## src/rtl/rom_rd_pkg.sv

```systemverilog
// Shared types and helpers for the ROM burst read sequencer.
package rom_rd_pkg;

    typedef enum logic [1:0] {
        IDLE  = 2'd0,
        READ  = 2'd1,
        DRAIN = 2'd2,
        DONE  = 2'd3
    } state_t;

    localparam logic [1:0] KEEP_LO   = 2'b01;
    localparam logic [1:0] KEEP_BOTH = 2'b11;

    function automatic logic [31:0] clamp_len(input logic [31:0] len, input logic [31:0] depth);
        return (len > depth) ? depth : len;
    endfunction

endpackage

```

## src/rtl/rom_beat_reg.sv

```systemverilog
// Output holding register: a beat stays frozen until the downstream accepts it.
module rom_beat_reg #(
    parameter int DATA_WIDTH = 8
) (
    input  logic                    clk,
    input  logic                    reset_n,
    input  logic                    load,
    input  logic [2*DATA_WIDTH-1:0] in_data,
    input  logic [1:0]              in_keep,
    input  logic                    in_last,
    input  logic                    out_ready,
    output logic                    out_valid,
    output logic [2*DATA_WIDTH-1:0] out_data,
    output logic [1:0]              out_keep,
    output logic                    out_last
);

    // load is only raised when the slot is empty or being drained this edge.
    always_ff @(posedge clk or negedge reset_n) begin
        if (!reset_n) begin
            out_valid <= 1'b0;
            out_data  <= '0;
            out_keep  <= '0;
            out_last  <= 1'b0;
        end else if (load) begin
            out_valid <= 1'b1;
            out_data  <= in_data;
            out_keep  <= in_keep;
            out_last  <= in_last;
        end else if (out_valid && out_ready) begin
            out_valid <= 1'b0;
        end
    end

endmodule

```

## src/rtl/rom_burst_reader.sv

```systemverilog
// Burst sequencer fetching two consecutive ROM words per cycle into a valid/ready stream.
module rom_burst_reader
    import rom_rd_pkg::*;
#(
    parameter int DATA_WIDTH = 8,
    parameter int ADDR_WIDTH = 4,
    parameter int MEM_DEPTH  = 1 << ADDR_WIDTH
) (
    input  logic                    clk,
    input  logic                    reset_n,
    input  logic                    start,
    input  logic [ADDR_WIDTH-1:0]   start_addr,
    input  logic [ADDR_WIDTH:0]     burst_len,
    output logic                    busy,
    output logic                    done,
    output logic [ADDR_WIDTH-1:0]   rom_addr_a,
    output logic                    rom_read_en_a,
    input  logic [DATA_WIDTH-1:0]   rom_data_a,
    output logic [ADDR_WIDTH-1:0]   rom_addr_b,
    output logic                    rom_read_en_b,
    input  logic [DATA_WIDTH-1:0]   rom_data_b,
    output logic                    out_valid,
    input  logic                    out_ready,
    output logic [2*DATA_WIDTH-1:0] out_data,
    output logic [1:0]              out_keep,
    output logic                    out_last
);

    state_t                state_q, state_d;
    logic [ADDR_WIDTH-1:0] ptr_q, addr_a_q, addr_b_q;
    logic [ADDR_WIDTH:0]   rem_q, rem_start;
    logic                  load, two_left, last_beat;

    assign rem_start = (ADDR_WIDTH+1)'(clamp_len(32'(burst_len), 32'(MEM_DEPTH)));
    assign two_left  = rem_q >= (ADDR_WIDTH+1)'(2);
    assign last_beat = rem_q <= (ADDR_WIDTH+1)'(2);
    assign load      = (state_q == READ) && (!out_valid || out_ready);

    always_ff @(posedge clk or negedge reset_n) begin
        if (!reset_n) state_q <= IDLE;
        else          state_q <= state_d;
    end

    always_comb begin
        state_d = state_q;
        case (state_q)
            IDLE:    if (start) state_d = (rem_start == '0) ? DONE : READ;
            READ:    if (load && last_beat) state_d = DRAIN;
            DRAIN:   if (out_valid && out_ready) state_d = DONE;
            DONE:    state_d = IDLE;
            default: state_d = IDLE;
        endcase
    end

    // Addresses are live during a load and otherwise hold the last issued pair.
    always_comb begin
        busy          = 1'b0;
        done          = 1'b0;
        rom_read_en_a = 1'b0;
        rom_read_en_b = 1'b0;
        rom_addr_a    = addr_a_q;
        rom_addr_b    = addr_b_q;
        case (state_q)
            READ: begin
                busy = 1'b1;
                if (load) begin
                    rom_read_en_a = 1'b1;
                    rom_read_en_b = two_left;
                    rom_addr_a    = ptr_q;
                    rom_addr_b    = ptr_q + ADDR_WIDTH'(1);
                end
            end
            DRAIN:   busy = 1'b1;
            DONE:    done = 1'b1;
            default: ;
        endcase
    end

    always_ff @(posedge clk or negedge reset_n) begin
        if (!reset_n) begin
            ptr_q    <= '0;
            rem_q    <= '0;
            addr_a_q <= '0;
            addr_b_q <= '0;
        end else if (state_q == IDLE && start) begin
            ptr_q <= start_addr;
            rem_q <= rem_start;
        end else if (load) begin
            ptr_q    <= ptr_q + ADDR_WIDTH'(2);
            rem_q    <= two_left ? rem_q - (ADDR_WIDTH+1)'(2) : '0;
            addr_a_q <= ptr_q;
            addr_b_q <= ptr_q + ADDR_WIDTH'(1);
        end
    end

    rom_beat_reg #(.DATA_WIDTH(DATA_WIDTH)) u_beat (
        .clk       (clk),
        .reset_n   (reset_n),
        .load      (load),
        .in_data   ({two_left ? rom_data_b : {DATA_WIDTH{1'b0}}, rom_data_a}),
        .in_keep   (two_left ? KEEP_BOTH : KEEP_LO),
        .in_last   (last_beat),
        .out_ready (out_ready),
        .out_valid (out_valid),
        .out_data  (out_data),
        .out_keep  (out_keep),
        .out_last  (out_last)
    );

endmodule

```

## config.mk

```make
export PLATFORM = sky130hd
export DESIGN_NAME = rom_burst_reader
export DESIGN_NICKNAME = d
export VERILOG_FILES = /design/src/rtl/rom_rd_pkg.sv /design/src/rtl/rom_beat_reg.sv /design/src/rtl/rom_burst_reader.sv
export SDC_FILE = /design/constraint.sdc
export NUM_CORES = 1
export LEC_CHECK = 0
export ABC_AREA = 1
export CAP_MARGIN = 20
export CORE_MARGIN = 1.5
export CORE_UTILIZATION = 38
export DETAILED_ROUTE_END_ITERATION = 16
export MAX_ROUTING_LAYER = met4
export PLACE_DENSITY = 0.67
export SLEW_MARGIN = 20
export SYNTH_ARGS = -nofsm -noshare
export SYNTH_HDL_FRONTEND = slang
export SYNTH_SLANG_ARGS = --single-unit
```

## constraint.sdc

```tcl
create_clock -name clk -period 3.71 [get_ports clk]
set_input_delay 0.371 -clock clk [delete_from_list [all_inputs] [get_ports clk]]
set_output_delay 0.371 -clock clk [all_outputs]
set_load 0.01 [all_outputs]
```

* Yosys cells after proc, flatten, opt, wreduce, memory -nomap -nowiden *
Cells that the tools add are included.
W data, S select, Z words.

storage, ports and cells
  flip-flop bits (word level) = 39
  logic and storage cells = 58
  output and inout port bits = 32
  bits of input ports = 29

cells by class
  order comparisons = 3
  eq/ne operators = 6
  mux-type cells = 25
  add/sub/neg operators = 3
  reduce and logical (&&, ||, !) cells = 12

operators with widths
  cell                   number
  $mux W4                6
  $mux W5                4
  $mux W2                5
  $mux W1                8
  $mux W8                1
  $pmux W2 S4            1
  $ge A5 B2 Y1 const B   1
  $gt A5 B5 Y1 const B   1
  $le A5 B2 Y1 const B   1
  $logic_not A5 Y1       1
  $sub A5 B2 Y5 const B  1
  $add A4 B1 Y4 const B  1
  $add A4 B2 Y4 const B  1
  $eq A2 B2 Y1 const B   2
  $logic_and A1 B1 Y1    4
  $ne A2 B2 Y1 const B   2
  $reduce_bool A2 Y1     2
  $reduce_and A3 Y1      1
  $eq A2 B1 Y1 const B   1
  $logic_not A2 Y1       1
  $ne A2 B1 Y1 const B   1
  $reduce_or A2 Y1       1
  $logic_not A1 Y1       1
  $logic_or A1 B1 Y1     1

* Depth between registers and ports, before layout *
Gate-level depths: netlist of the first run.

  depth after elaboration = 6
  gate-level depth with buffers = 10
  gate-level depth less buffers = 10

* Hierarchy *
A second synthesis of the first run with hierarchy kept.

second synthesis, totals
  cells, all modules = 257
  area total of the unflattened synthesis = 2029.4 µm²

modules (own cells, without submodules)
  module            area each (µm²)  cells an instance  seq. area each (µm²)  instances
  rom_burst_reader  1251.2           172                475.5                 1
  rom_beat_reg      778.2            85                 500.5                 1

* Worst setup path after synthesis of the first run *
No wires, ideal clock.

  path type = reg2out
  from = register state_q[1]
  to = output port rom_addr_b[3]
  required time = 3.339 ns
  path slack = 2.110 ns
  cell stages (with the launch flop) = 8
  buffers on the path = 0
  arrival time = 1.229 ns
  cell sequence = dfrtp_1 inv_1 ha_1 nand2_4 inv_4 or2_2 nand2_1 inv_1

on the way
  cells in the longest elaborated chain, start to end = 4

RTL lines
  what                    line                                            RTL
  start, declared         rom_burst_reader.sv:29                          state_t state_q, state_d;
  start signal, assigned  rom_burst_reader.sv:41                          else state_q <= state_d;
  $eq A2 B1 Y1 (*)        rom_burst_reader.sv:37, rom_burst_reader.sv:63
  $logic_and A1 B1 Y1     rom_burst_reader.sv:37                          assign load = (state_q == READ) && (!out_valid || out_ready);
  $mux W4                 -
  $mux W4 (*)             rom_burst_reader.sv:63                          case (state_q)
  end, declared           rom_burst_reader.sv:19                          output logic [ADDR_WIDTH-1:0] rom_addr_b,

Mark *: on every way between the ends. The rest lies on a longest branch, timed or not.

* Worst setup path after layout of the first run *
  from = register state_q[1]
  to = output port rom_read_en_b

on the way
  cells in the longest elaborated chain, start to end = 4

RTL lines
  what                 line                                            RTL
  $eq A2 B1 Y1 (*)     rom_burst_reader.sv:37, rom_burst_reader.sv:63
  $logic_and A1 B1 Y1  rom_burst_reader.sv:37
  $mux W1              rom_burst_reader.sv:66                          if (load) begin
  $mux W1 (*)          rom_burst_reader.sv:63
  end, declared        rom_burst_reader.sv:20                          output logic rom_read_en_b,

Marks and branches as above.

==> run_results.csv, run 1 <==
group,metric,value,unit
final_layout,diodes,0,
final_layout,nets,342,
routing,routed_via_density,4.49,
routing,drc,0,
setup_path,critical_path.max_stage_delay,0.56,ns
setup_path,path_cells,"inv_1 -> ha_1 -> nand2_4 -> inv_4 -> nand2_1 -> inv_2 -> clkdlybuf4s50_1",
synth,synth_ff_type,"dfrtp_1",
cts,cts_buffers,5,
power_and_ir_drop,power_density,869,nW/um^2
global_route,grt_pass1_vias,1657,
final_layout,regArea,976,um^2
setup_path,setup.worst_path.start,"state_q[1]",
cts,postCtsSetupBuffers,0,
die,core_area,4820,um^2
die,start_util,0.404,
routing,drt_iter0_markers,51,
placed_design,gp_congestion,0.802,
power_and_ir_drop,p_leak,1.34,nW
final_layout,final_layout_size_suffix_gt1_frac,0.0592,
synth,syn_area_per_cell,7.94,um^2
setup_path,path_class,"register to output port",
synth,synth_seq_cells,39,
timing,finalCriticalPeriod,2.78,ns
timing,maxSlewHeadroom,0.421,
final_layout,multi_input_area,836,um^2
cts,cts_sinks,39,
setup_path,cp.required,3.34,ns
routing,ant_nets,0,
routing,routedWlPerCell,11.6,um
synth,ys_types,23,
synth,synth_cells,245,
placed_design,dp_hpwl,3070,um
setup_path,crit_path_start_kind,"register",
placed_design,io_buffer_count,60,
global_route,antenna_found_initial,0,
timing,fin_crit_sh,0.749,
outcome,outcome,"finished clean",
timing,grt_setup_unrepaired,"no",
timing,clock_skew,0.00762,ns
synth,synth_edf_count,0,
job,maxCapViolations,0,
timing,drv_slew,0,
cts,clockBufferDepth,2,
timing,tightest_slew,0.869,ns
die,io_pins,61,
timing,hold_violations,0,
final_layout,fillers,480,
cts,cts-root-buf,"clkbuf_8",
hold_path,hold_class,"input port to async pin",
cts,insertion_delay,0.29,ns
cts,clkTransAtPathRegs,0.07,ns
die,fp.dieH,74.5,um
synth,ys_seq_area_frac,0.502,
power_and_ir_drop,vdd_drop_max,567,uV
setup_path,critPathSlowestCell,"clkdlybuf4s50_1",
global_route,grt_first_pass_wirelength,7180,um
routing,detail_route.first_pass.iterations,4,
synth,syn_area,1940,um^2
routing,routed_wl,4300,um
timing,finalSetupTns,0,ns
setup_path,critPathArrivalTime,2.41,ns
synth,ys_warn_count,0,
cts,cts_tree,"yes",
die,row_count,25,
timing,holdWs,0.195,ns
timing,fmax,360,MHz
setup_path,endpoint_kind,"output port",
setup_path,path_max_fanout,28,
die,die_w,74.5,um
cts,cts.htree.levels,2,
die,dieArea,5550,um^2
timing,setup_violations,0,
final_layout,area_growth,36.2,%
global_route,grt-ovfl-total,0,
routing,num_vias,1667,
setup_path,rr_startpoint,"state_q[0]",
cts,cts-resized-gates,0,
global_route,grt.total_usage,0.176,
synth,syn_nets,282,
synth,async_reset_ff_frac,1.00,
cts,ctsHoldBuffers,0,
global_route,grt_max_degree,40,
==> power breakdown <==
part           internal (mW)  switching, mW
clock                  0.125          0.134
combinational          0.605          0.683
sequential             0.626          0.130
total                   1.36          0.947
==> synth_stat cells, types with 2 or more instances <==
cell type	n	area [um^2]
a21oi_1	2	10.0
buf_2	5	25.0
buf_6	2	22.5
dfrtp_1	39	976
ha_1	8	100
inv_1	20	75.1
nand2_1	121	454
nand2_2	2	12.5
nand3_1	10	50.1
nand4_1	2	12.5
nor2_1	7	26.3
o21ai_0	10	50.1
o21ai_2	3	26.3
or2_2	3	18.8
xor2_1	3	26.3
==> through the flow <==
| stage | power, mW | setup WS [ns] | utilization | cell area [um^2] | std cells |
|---|---|---|---|---|---|
| after global routing | 2.53 | 0.719 | 0.550 | 2650 | 371 |
| after CTS | 2.34 | 0.906 | 0.550 | 2650 | 371 |
| after floorplan | 1.53 | 2.11 | - | 1940 | 245 |
| final | 2.30 | 0.932 | 0.550 | 2650 | 371 |
| after detailed placement | 2.06 | 1.02 | 0.535 | 2580 | 365 |
| after global placement | 2.03 | 1.06 | 0.535 | 2580 | 365 |
==> cells by family (layout without fill, tap and decap cells) <==
group | after synthesis | after routing | synth area share
AO/OA/AOI/OAI | 18 | 18 | 0.0541
buffers and inverters | 29 | 88 | 0.0682
flip-flops | 39 | 39 | 0.502
AND/OR/NAND/NOR | 147 | 147 | 0.306
adder cells (fa/ha/maj) | 8 | 8 | 0.0515
XOR/XNOR | 4 | 4 | 0.0180
==> sequential cells by signal, indices dropped and copies added, names as in the netlist <==
name and flops:
u_beat.out_valid 1, u_beat.out_data 16, addr_a_q 4, state_q 2
rem_q 5, ptr_q 4, addr_b_q 4, u_beat.out_last 1
u_beat.out_keep 2
==> worst paths after layout <==
| check | slack, ns | end | cells after the start |
|---|---|---|---|
| worst min-delay path | 0.20 | addr_a_q[3] | 1 |
| worst min register to register | 0.47 | u_beat.out_keep[0] | 1 |
| min in group clk | 0.47 | u_beat.out_keep[0] | 1 |
| worst max-delay path | 0.93 | rom_read_en_b | 7 |
| max in group asynchronous | 2.97 | u_beat.out_data[8] | 1 |
| worst max register to register | 1.53 | rem_q[3] | 10 |
==> layer usage <==
| layer | vias to the layer above | share of wire | wire length [um] | track usage |
|---|---|---|---|---|
| li1 | 869 | - | - | - |
| met1 | 745 | 0.47 | 2000 | 0.221 |
| met2 | 48 | 0.45 | 1950 | 0.273 |
| met3 | 5 | 0.069 | 295 | 0.0528 |
| met4 | 0 | 0.011 | 48 | 0.0586 |
| met5 | - | 0 | 0 | - |
==> cells in the final DEF (no fill, tap or decap), types with 2 or more instances in the layout <==
master,count
ha_1,8
clkdlybuf4s50_1,59
clkbuf_8,5
or2_2,3
nand3_1,10
o21ai_2,3
dfrtp_1,39
nand2_1,121
o21ai_0,10
a21oi_1,2
nand2_2,2
xor2_1,3
nor2_1,7
inv_1,20
nand4_1,2
==> worst max-delay path: cells and delay by family, from the launching register on <==
kind | cells | cell delay, ns
buf+inv | 4 | 1.10
flops | 1 | 0.41
simple gates | 2 | 0.35
fa+ha+maj | 1 | 0.24
==> cell type report <==
| class | instances | area share |
|---|---|---|
| clock buffers | 6 | 0.0274 |
| inverters | 22 | 0.0321 |
| multi-input cells | 177 | 0.316 |
| flip-flops and latches | 39 | 0.368 |
| well taps | 67 | 0.0316 |
| repair buffers | 60 | 0.225 |
(Power assumes the default switching activity.)
==> run 2: changes to the inputs <==
==> constraint.sdc (replaced) <==
create_clock -name clk -period 2.6 [get_ports clk]
set_input_delay 0.26 -clock clk [delete_from_list [all_inputs] [get_ports clk]]
set_output_delay 0.26 -clock clk [all_outputs]
set_load 0.01 [all_outputs]
==> run 2 against run 1 <==
Against the previous run: clock power up 130%; critical path depth is 1 higher; clock skew increased by 0.0028 ns; clock-buffer cell count is 1 lower; cell count is 1.3% higher; first-iteration DRC count increased by 57%; sequential share of layout area decreased by 1.2 points; global-route usage rose by 0.56 points; die area unchanged; non-clock buffer count rose by 3.
==> run_results.csv, run 2 (synthesis gave the netlist of run 1 again) <==
group,metric,value,unit
outcome,outcome,"finished clean",
timing,setup_violations,0,
placed_design,placed_area,2600,um^2
die,dieArea,5550,um^2
setup_path,path_max_fanout,25,
timing,fin_crit_sh,0.925,
final_layout,final_cell_mix,"nand2_1, clkdlybuf4s50_1, dfrtp_1, inv_1",
routing,routedWlPerCell,11.5,um
routing,drc,0,
setup_path,cp.required,2.34,ns
cts,cts_buffers,5,
setup_path,cp_top_family,"buffers and inverters",
routing,num_vias,1677,
routing,routed_wl,4330,um
power_and_ir_drop,vdd_drop_max,604,uV
timing,finalSetupTns,0,ns
die,row_count,25,
final_layout,fin_area,2740,um^2
power_and_ir_drop,power_density,1300,nW/um^2
routing,drt_iter0_markers,80,
setup_path,critical_path.max_stage_delay,0.46,ns
cts,insertion_delay,0.30,ns
global_route,use_met2,0.281,
die,start_util,0.404,
setup_path,critPathSlowestCell,"clkdlybuf4s50_1",
final_layout,fillers,465,
die,die_w,74.5,um
setup_path,crit_path_start_kind,"register",
die,core_area,4820,um^2
global_route,grt.total_usage,0.182,
placed_design,dp_hpwl,3040,um
global_route,busiest_layer,"met2",
final_layout,top_register,"u_beat.out_data",
final_layout,top_regs,"u_beat.out_data (16), rem_q (5)",
timing,maxSlewHeadroom,0.441,
global_route,grt_max_degree,40,
placed_design,gp_congestion,0.837,
final_layout,diodes,0,
final_layout,final_core_util,0.568,
placed_design,io_buffer_count,60,
die,io_pins,61,
timing,hold_violations,0,
cts,clockBufferDepth,2,
routing,detail_route.first_pass.iterations,4,
global_route,grt_first_pass_wirelength,7400,um
timing,clock_skew,0.0104,ns
routing,routed_via_density,4.46,
global_route,grt_pass1_vias,1590,
setup_path,endpoint_kind,"output port",
setup_path,path_cells,"inv_1 -> ha_1 -> nand2_4 -> inv_6 -> or2_2 -> nand2_1 -> inv_1 -> clkdlybuf4s50_1",
final_layout,largest_reg_flops,16,
final_layout,final_common_cell,"nand2_1",
global_route,grt-ovfl-total,0,
setup_path,critPathArrivalTime,2.15,ns
power_and_ir_drop,p_leak,1.38,nW
hold_path,hold_class,"input port to async pin",
cts,cts-resized-gates,0,
setup_path,crit_buf_inv,4,
timing,grt_setup_unrepaired,"no",
die,fp.dieH,74.5,um
cts,cts.htree.levels,2,
final_layout,final_layout_size_suffix_gt1_frac,0.0777,
cts,postCtsSetupBuffers,0,
cts,cts-root-buf,"clkbuf_8",
cts,cts_tree,"yes",
timing,tightest_slew,0.839,ns
routing,ant_nets,0,
cts,cts_sinks,39,
global_route,grt_use_met3,0.0379,
timing,drv_slew,0,
timing,fmax,416,MHz
timing,finalCriticalPeriod,2.41,ns
final_layout,nets,345,
cts,ctsHoldBuffers,0,
global_route,grt_use_met1,0.242,
final_layout,area_growth,40.8,%
cts,clkTransAtPathRegs,0.08,ns
setup_path,path_class,"register to output port",
setup_path,cp_common_cell,"inv_1",
job,maxCapViolations,0,
global_route,antenna_found_initial,0,
## run 2: changes by cell type in the layout (fill, tap and decap cells not counted), sizes merged
cell      change
buf           +3
bufinv        +2
clkbuf        -1
clkinvlp      +1
## run 2: final timing paths
kind	end	cells after the start	from	slack [ns]
min in group clk	u_beat.out_keep[0]	1	u_beat.out_keep[0]	0.48
worst max register to register	rem_q[3]	10	state_q[0]	0.94
worst max-delay path	rom_addr_b[3]	8	state_q[1]	0.19
worst min-delay path	ptr_q[0]	1	reset_n	0.06
worst min register to register	u_beat.out_keep[0]	1	u_beat.out_keep[0]	0.48
max in group asynchronous	rem_q[0]	1	reset_n	2.00
## run 2: where the power goes
part           internal [mW]  switching (mW)
combinational          0.892           0.993
sequential             0.892           0.183
clock                  0.383           0.220
total                   2.17            1.40
## run 2: worst register-to-register path, delay by kind of cell, from the launching register on
kind                     cells  cell delay (ns)
AND/OR/NAND/NOR              6             0.44
adder cells (fa/ha/maj)      1             0.19
buffers and inverters        3             0.58
flip-flops                   1             0.42
## run 2: final cells by class
class | instances | area (um^2) | share of cell area
clock buffer | 5 | 68.8 | 0.0251
multi-input combinational | 177 | 836 | 0.305
inverter | 22 | 87.6 | 0.0320
timing repair buffer | 63 | 618 | 0.226
clock inverter | 3 | 67.6 | 0.0247
tap | 67 | 83.8 | 0.0306
sequential | 39 | 976 | 0.356
## run 2: through the flow
stage                     cells  hold slack, ns  setup slack [ns]  power, mW
after global routing        376           0.136            0.0351       3.89
after CTS                   376           0.100             0.127       3.60
after global placement      368           0.426             0.369       2.95
after floorplan             245         -0.0356              1.11       2.18
final                       376          0.0641             0.194       3.56
after detailed placement    368           0.418             0.338       2.97
## run 2: layer usage
| metal | share of wire | wire length, um | vias to the layer above |
|---|---|---|---|
| met5 | 0 | 0 | - |
| met4 | 0.011 | 49 | 0 |
| met3 | 0.054 | 235 | 7 |
| met2 | 0.44 | 1920 | 52 |
| met1 | 0.49 | 2130 | 742 |
| li1 | - | - | 876 |
==> run 3: changes to the inputs <==
--- a/config.mk
+++ b/config.mk
@@ -7,7 +7,7 @@
 export LEC_CHECK = 0
 export ABC_AREA = 1
 export CAP_MARGIN = 20
-export CORE_MARGIN = 1.5
+export CORE_MARGIN = 2
 export CORE_UTILIZATION = 38
 export DETAILED_ROUTE_END_ITERATION = 16
 export MAX_ROUTING_LAYER = met4
==> run 3 against run 2 <==
Against the previous run: first-iteration DRC count grew 26%; clock-buffer cell count grew 2; via count grew 1.6%; critical path depth is the same; core utilization shrank 3.2 points; sequential power is essentially flat; clock power shrank 35%; sequential share of layout area grew 0.68 points; hold slack gained 0.025 ns; die area grew 2.7%; non-clock buffer count is the same.
==> run_results.csv, run 3 (synthesis gave the netlist of run 1 again) <==
group,metric,value,unit
outcome,outcome,"finished clean",
timing,finalCriticalPeriod,2.42,ns
routing,drt_iter0_markers,101,
job,maxCapViolations,0,
setup_path,cp.required,2.34,ns
timing,hold_violations,0,
setup_path,endpoint_kind,"output port",
timing,maxSlewHeadroom,0.409,
final_layout,fillers,512,
global_route,antenna_found_initial,0,
final_layout,largest_reg_flops,16,
setup_path,reg2reg_to,"rem_q[3]",
cts,cts_buffers,5,
global_route,grt_max_degree,40,
power_and_ir_drop,power,3.35,mW
die,row_count,26,
final_layout,final_cell_mix,"nand2_1, clkdlybuf4s50_1, dfrtp_1, inv_1",
timing,finalSetupTns,0,ns
timing,setup_violations,0,
routing,routed_via_density,4.50,
die,io_pins,61,
cts,clockBufferDepth,2,
routing,routed_wl,4350,um
timing,fin_crit_sh,0.931,
hold_path,hold_class,"input port to async pin",
final_layout,area_growth,38.2,%
cts,cts_sinks,39,
power_and_ir_drop,p_leak,1.36,nW
timing,holdWs,0.0890,ns
cts,clkTransAtPathRegs,0.07,ns
routing,routedWlPerCell,11.5,um
setup_path,critPathArrivalTime,2.16,ns
global_route,grt.total_usage,0.177,
placed_design,dp_hpwl,3150,um
routing,detail_route.first_pass.iterations,4,
final_layout,top_regs,"u_beat.out_data (16), rem_q (5)",
cts,postCtsSetupBuffers,0,
timing,drv_slew,0,
timing,fmax,413,MHz
die,start_util,0.388,
timing,clock_skew,0.00535,ns
timing,grt_setup_unrepaired,"no",
placed_design,dpl.cell_count,371,
global_route,grt_first_pass_wirelength,7300,um
placed_design,io_buffer_count,60,
die,die_w,75.5,um
timing,tightest_slew,0.887,ns
setup_path,r2r_slack,0.99,ns
cts,cts_tree,"yes",
final_layout,top_register,"u_beat.out_data",
power_and_ir_drop,power_density,1250,nW/um^2
die,fp.dieH,75.5,um
routing,ant_nets,0,
die,dieArea,5700,um^2
final_layout,final_layout_size_suffix_gt1_frac,0.0712,
cts,insertion_delay,0.29,ns
setup_path,rr_startpoint,"state_q[0]",
setup_path,crit_path_start_kind,"register",
global_route,grt-ovfl-total,0,
cts,cts.htree.levels,2,
placed_design,gp_congestion,0.842,
die,core_area,5010,um^2
setup_path,path_class,"register to output port",
final_layout,final_core_util,0.536,
final_layout,nets,345,
setup_path,path_max_fanout,25,
final_layout,final_common_cell,"nand2_1",
final_layout,diodes,0,
routing,num_vias,1704,
cts,cts-root-buf,"clkbuf_8",
routing,drc,0,
power_and_ir_drop,vdd_drop_max,573,uV
final_layout,instances_no_fill,379,
setup_path,rr_worst_depth,10,
global_route,grt_pass1_vias,1594,
## run 3: cell count changes in the layout (fill, tap and decap cells not counted)
cell | before | now
bufinv_16 | 2 | 0
clkinv_2 | 0 | 1
clkinvlp_4 | 1 | 0
clkbuf_1 | 0 | 2
## run 3: metrics by stage
step / cell area [um^2] / setup slack [ns]
2_1_floorplan: 1940 / 1.11
3_3_place_gp: 2600 / 0.342
3_5_place_dp: 2600 / 0.313
4_1_cts: 2680 / 0.106
5_1_grt: 2690 / 0.00506
6_report: 2690 / 0.178
## run 3: cell type report
class                      instances  area (um^2)  share of cell area
clock buffer                       7         76.3              0.0284
clock inverter                     1         5.00             0.00186
inverter                          22         87.6              0.0326
multi-input combinational        177          836               0.311
sequential                        39          976               0.363
tap                               70         87.6              0.0326
timing repair buffer              63          618               0.230
## run 3: worst max path at each step
stage                     depth (start not counted)            end  slack (ns)  startpoint
after floorplan                                   7  rom_addr_b[3]        1.11  state_q[1]
after global placement                            8  rom_addr_a[0]        0.34   out_ready
after detailed placement                          8  rom_addr_a[0]        0.31   out_ready
after CTS                                         7  rom_addr_a[0]        0.11  state_q[1]
after global routing                              8  rom_addr_b[3]       0.005  state_q[1]
final                                             8  rom_addr_b[3]        0.18  state_q[1]
## run 3: timing repair
action,4_1_cts,5_1_grt
resized for setup,0,1
hold buffers,0,0
setup endpoints to repair,0,4
## run 3: layer usage
layer,share of wire,track usage,vias to the layer above,wire [um]
li1,-,-,876,-
met1,0.49,0.241,770,2120
met2,0.44,0.255,53,1920
met3,0.060,0.0569,5,259
met4,0.010,0.0468,0,44
met5,0,-,-,0
## run 3: report_power, final
part | internal [mW] | switching (mW) | total [mW]
clock network | 0.188 | 0.204 | 0.393
logic | 0.890 | 0.983 | 1.87
registers | 0.893 | 0.189 | 1.08
## run 3: critical path, cell delays in order (launching register included)
cell,delay [ns]
dfrtp_1,0.39
inv_1,0.09
ha_1,0.23
nand2_4,0.17
inv_6,0.12
or2_2,0.29
nand2_1,0.08
inv_1,0.04
clkdlybuf4s50_1,0.46
